==> src/rtl/regfile_sequencer.sv <==
// regfile_sequencer: sequences a 4x8 single-read-port register file through read-read-execute-writeback; REGSEQ_FLAGS_EN adds flag_z/flag_c outputs
module regfile_sequencer (
   input  logic       clk,
   input  logic       reset_b,
   input  logic       cmd_valid,
   output logic       cmd_ready,
   input  logic [1:0] cmd_op,
   input  logic [1:0] cmd_rd,
   input  logic [1:0] cmd_ra,
   input  logic [1:0] cmd_rb,
   input  logic [7:0] cmd_imm,
   output logic [1:0] rf_read_address,
   input  logic [7:0] rf_read_data,
   output logic [1:0] rf_write_address,
   output logic [7:0] rf_write_data,
   output logic       rf_write_enable,
   output logic       done,
   output logic [7:0] result
`ifdef REGSEQ_FLAGS_EN
   ,
   output logic       flag_z,
   output logic       flag_c
`endif
);
   localparam logic [1:0] OP_ADD = 2'd0, OP_SUB = 2'd1, OP_AND = 2'd2, OP_LDI = 2'd3;
   typedef enum logic [1:0] {IDLE, READ_A, READ_B, WRITE} state_t;
   state_t state, next;
   logic [1:0] op, rd, ra, rb;
   logic [7:0] imm, opa, opb, alu;
   logic accept;
   assign accept = cmd_valid && cmd_ready;
   // ALU evaluated on the captured operands; only consumed in WRITE
   always_comb begin
      alu = op == OP_ADD ? opa + opb : op == OP_SUB ? opa - opb : op == OP_AND ? opa & opb : imm;
   end
   // state register; reset aborts any in-flight command
   always_ff @(posedge clk or negedge reset_b) begin
      if (!reset_b) state <= IDLE;
      else state <= next;
   end
   // next-state: LDI skips the operand reads
   always_comb begin
      next = state == IDLE ? (accept ? (cmd_op == OP_LDI ? WRITE : READ_A) : IDLE) :
             state == READ_A ? READ_B : state == READ_B ? WRITE : IDLE;
   end
   // outputs decoded from state; buses park at zero when unused
   always_comb begin
      cmd_ready = state == IDLE;
      rf_read_address = state == READ_A ? ra : state == READ_B ? rb : 2'd0;
      rf_write_enable = state == WRITE;
      rf_write_address = state == WRITE ? rd : 2'd0;
      rf_write_data = state == WRITE ? alu : 8'd0;
   end
   // command capture and operand latching from the combinational read port
   always_ff @(posedge clk or negedge reset_b) begin
      if (!reset_b) begin
         op <= OP_ADD;
         rd <= 2'd0;
         ra <= 2'd0;
         rb <= 2'd0;
         imm <= 8'd0;
         opa <= 8'd0;
         opb <= 8'd0;
      end else begin
         if (accept) begin
            op <= cmd_op;
            rd <= cmd_rd;
            ra <= cmd_ra;
            rb <= cmd_rb;
            imm <= cmd_imm;
         end
         if (state == READ_A) opa <= rf_read_data;
         if (state == READ_B) opb <= rf_read_data;
      end
   end
   // completion: result held until the next writeback, done pulses for one cycle
   always_ff @(posedge clk or negedge reset_b) begin
      if (!reset_b) begin
         done <= 1'b0;
         result <= 8'd0;
      end else begin
         done <= state == WRITE;
         if (state == WRITE) result <= alu;
      end
   end
`ifdef REGSEQ_FLAGS_EN
   logic carry;
   // carry of an 8-bit add shows as wrap-around; borrow is simply opa < opb
   always_comb begin
      carry = op == OP_ADD ? alu < opa : op == OP_SUB ? opa < opb : 1'b0;
   end
   // flags registered alongside result
   always_ff @(posedge clk or negedge reset_b) begin
      if (!reset_b) begin
         flag_z <= 1'b0;
         flag_c <= 1'b0;
      end else if (state == WRITE) begin
         flag_z <= alu == 8'd0;
         flag_c <= carry;
      end
   end
`endif
endmodule

==> config.mk <==
export PLATFORM = sky130hd
export DESIGN_NAME = regfile_sequencer
export DESIGN_NICKNAME = d
export VERILOG_FILES = /design/src/rtl/regfile_sequencer.sv
export SDC_FILE = /design/constraint.sdc
export NUM_CORES = 1
export LEC_CHECK = 0
export CAP_MARGIN = 20
export CORE_UTILIZATION = 50
export CTS_CLUSTER_SIZE = 20
export DETAILED_ROUTE_END_ITERATION = 8
export HOLD_SLACK_MARGIN = 0.1
export PLACE_DENSITY = 0.87
export SYNTH_ARGS = -nofsm -noshare
export SYNTH_HDL_FRONTEND = slang
export SYNTH_SLANG_ARGS = --single-unit
==> constraint.sdc <==
create_clock -name clk -period 3.25 [get_ports clk]
set_clock_uncertainty 0.05 [all_clocks]
set_input_delay 0.65 -clock clk [delete_from_list [all_inputs] [get_ports clk]]
set_output_delay 0.65 -clock clk [all_outputs]
set_load 0.02 [all_outputs]
==> summary.md <==
| Metric | Value |
|---|---|
| Total detailed-routing wirelength | 5400 µm |
| Min Tclk post-route | 3.12 ns |
| Synth Area in Compound Gates | 0.142 |
| Synth-to-Final Area Change | 29.6% |
| Placed wire-length estimate | 4080 µm |
| H-tree depth | 2 |
| YS warnings | 0 |
| Synth Area in Adders | 0.116 |
| Sequential fraction of the synthesis area | 0.428 |
| CP startpoint kind | flop |
| Area contributors post-synth | dfrtp_1, mux2_2, ha_1 |
| Syn Inst Count | 247 |
| Top_reg_cell synth | dfrtp_1 |
| Buffers on Ports | 49 |
| Vias in the first global route | 1998 |
| Layout cells sized above 1 | 0.206 |
| Post-synth top area cell | dfrtp_1 |
| Hold Violations, Final | 0 |
| CP Cell Sequence | ha_1 -> nor2_2 -> buf_4 -> o211ai_1 -> a311oi_2 -> a21oi_2 -> mux2i_1 -> nand2_1 -> clkdlybuf4s15_1 |
| Clock sink total | 43 |
| Initial DRC Count | 134 |
| Fin. max-slew vios | 0 |
| First-pass GRT wire length | 9110 µm |
| Syn_nets | 296 |
| # fillers | 370 |
| Busiest grt layer | met2 |
| Worst IR Drop VDD | 0.596 mV |
| Overall routing resource usage | 0.226 |
| Leakage | 1.48 nW |
| Met2 usage | 0.394 |
| Worst stage delay on the critical path | 0.42 ns |
| Worst-Skew Late Latency | 0.29 ns |
| Outcome | completed |
| Post-synth EDFFs | 0 |
| Syn_area_per_cell | 10.2 µm² |
| Synth Cell Area | 2510 µm² |
| Post-DRT Antenna Nets | 0 |
| TritonCTS clock tree | built |
| Pwr Total | 3.53 mW |
| Clock-pin slew on the worst setup and hold paths | 0.08 ns |
| Worst path required time | 2.55 ns |
| Grt total ovfl | 0 |
| Global routing usage on met1 | 0.288 |
| Simple-gate share of the synthesized area | 0.112 |
| Largest net degree at the start of global routing | 44 |
| Clk buf depth | 2 |
| Min-Delay Path Class | input port to async pin |
| Num ports | 50 |
| Worst Setup End Kind | output port |
| Critical path peak fanout | 3 |
| TritonRoute pass-1 iters | 4 |
| Synth cell types | 44 |
| Worst Tran Pin Value | 0.917 ns |
| Minimum hold slack | 0.432 ns |
| DR WL/cell | 14.5 µm |
| Die area | 5310 µm² |
| Final setup fails | 0 |
| Post-DR vias/cell | 5.32 |
| Largest family of logic cells by synthesized area | compound AO/OA/AOI/OAI gates |
| Die Y-Extent | 72.9 µm |
| Gpl congestion | 0.823 |
| Final instance area | 3260 µm² |
| CP Class | flop to output port |
| Pwr Density | 1080 nW/µm² |
| Period utilization | 0.960 |
| CP max-delay cell | dfrtp_1 |
| Setup TNS | 0 ns |
| Num CTS Buffers | 5 |
| FMAX | 321 MHz |
| Mux cell area share after synthesis | 0.137 |
| Layout Nets | 354 |
| DRC errors left | 0 |
| Rel. slew slack | 0.388 |
| Antenna Cells | 0 |
| Maxcap violations | 0 |
| Met3 usage | 0.0359 |
| Post-Synth XOR/XNOR Area | 0.0139 |
| Share of the synthesized area in the top cell type | 0.428 |
| CTS root buffer | clkbuf_8 |
| Via count | 1984 |
| Initial antenna violation count | 0 |
| Ys async rst share | 1.00 |
| Standard-cell rows | 25 |
| Initial Util | 0.525 |
| Core area | 4790 µm² |
| Post-DP Area | 3130 µm² |
| Die W | 72.9 µm |
| Worst EP arrival | 2.42 ns |
| Synth Register Bits | 43 |
==> kinds of logic after synthesis <==
kind of cell | count (synthesis)
simple gates | 60
compound gates | 55
flops | 43
buf+inv | 33
mux | 30
fa+ha+maj | 22
xor+xnor | 4
==> worst max-delay path, delay by kind of cell (launching register included) <==
| kind | cells | cell delay (ns) |
|---|---|---|
| compound gates | 3 | 0.51 |
| flops | 1 | 0.42 |
| buf+inv | 2 | 0.41 |
| fa+ha+maj | 1 | 0.33 |
| simple gates | 2 | 0.24 |
| mux | 1 | 0.21 |
==> metrics by stage <==
stage               cells  setup slack [ns]   util
floorplan             247             0.605      -
global placement      364             0.121  0.654
detailed placement    364            0.0801  0.654
CTS                   372            0.0122  0.670
global route          373           -0.0384  0.680
finish                373             0.130  0.680
==> cells in the final DEF, fill, tap and decap left out, types with 2 or more instances in the layout <==
cell | Yosys | final
a21o_1 | 6 | 6
a21oi_1 | 11 | 10
and2_1 | 2 | 2
and3_1 | 2 | 2
buf_4 | 0 | 14
clkbuf_2 | 0 | 2
clkbuf_8 | 0 | 5
clkdlybuf4s15_1 | 0 | 3
clkdlybuf4s50_1 | 0 | 41
dfrtp_1 | 43 | 43
dlygate4sd2_1 | 0 | 2
fa_1 | 2 | 2
ha_1 | 20 | 19
inv_1 | 20 | 20
mux2_2 | 25 | 25
mux2i_1 | 4 | 4
nand2_1 | 27 | 27
nand2b_1 | 5 | 5
nor2_1 | 11 | 10
nor2b_1 | 5 | 4
nor3_1 | 2 | 2
o211ai_1 | 3 | 3
o21a_1 | 2 | 2
o21ai_0 | 14 | 14
o21ai_1 | 2 | 2
o22ai_1 | 2 | 2
xnor2_1 | 4 | 4
==> cells in the mapped netlist (2+ instances only) <==
cell type	count
dfrtp_1	43
nand2_1	27
mux2_2	25
ha_1	20
inv_1	20
o21ai_0	14
a21oi_1	11
nor2_1	11
clkbuf_1	8
a21o_1	6
nand2b_1	5
nor2b_1	5
mux2i_1	4
xnor2_1	4
buf_2	3
o211ai_1	3
a211oi_1	2
and2_1	2
and3_1	2
fa_1	2
nor3_1	2
o21a_1	2
o21ai_1	2
o21bai_1	2
o221ai_1	2
o22ai_1	2
==> flip-flops by register name, indices dropped and copies added, names as in the netlist <==
signal and count:
imm 8, opa 8, opb 8, result 8, op 2, ra 2
rb 2, rd 2, state 2, done 1
==> path summary, 6_finish.rpt <==
kind                       startpoint          endpoint  slack [ns]  cells after the start
min                           reset_b         result[4]        0.43                      1
max                            opa[3]  rf_write_data[7]        0.13                      9
min reg2reg                 result[3]         result[3]        0.43                      1
min in group clk            result[3]         result[3]        0.43                      1
max reg2reg                    opb[1]         result[3]        1.12                      8
max in group asynchronous     reset_b         result[3]        2.14                      1
==> cell type report <==
cell class,instances,area [µm²],share of cell area
timing repair buffer,63,578,0.178
multi-input combinational,171,1350,0.416
inverter,21,78.8,0.0242
sequential,43,1080,0.331
clock inverter,2,12.5,0.00384
tap,67,83.8,0.0257
clock buffer,6,72.6,0.0223
==> routing by layer <==
layer  part of all wire  wire length (µm)
met1               0.45              2430
met2               0.49              2650
met3              0.047               253
met4              0.011                59
met5                  0                 0
==> power breakdown <==
group          internal, mW  total (mW)  switching [mW]
sequential            0.798       0.987           0.188
combinational          1.08        2.21            1.13
clock                 0.150       0.334           0.184
total                  2.03        3.53            1.50
==> repair_timing <==
action | 4_1_cts | 5_1_grt
hold buffers | 0 | 0
hold endpoints to repair | 0 | 0
setup buffers | 0 | 1
pin swaps | 0 | 2
gates resized for setup | 7 | 18
gates cloned | 0 | 0
endpoints found under the setup margin | 7 | 6
No activity file was read; power rests on OpenSTA's default activity.
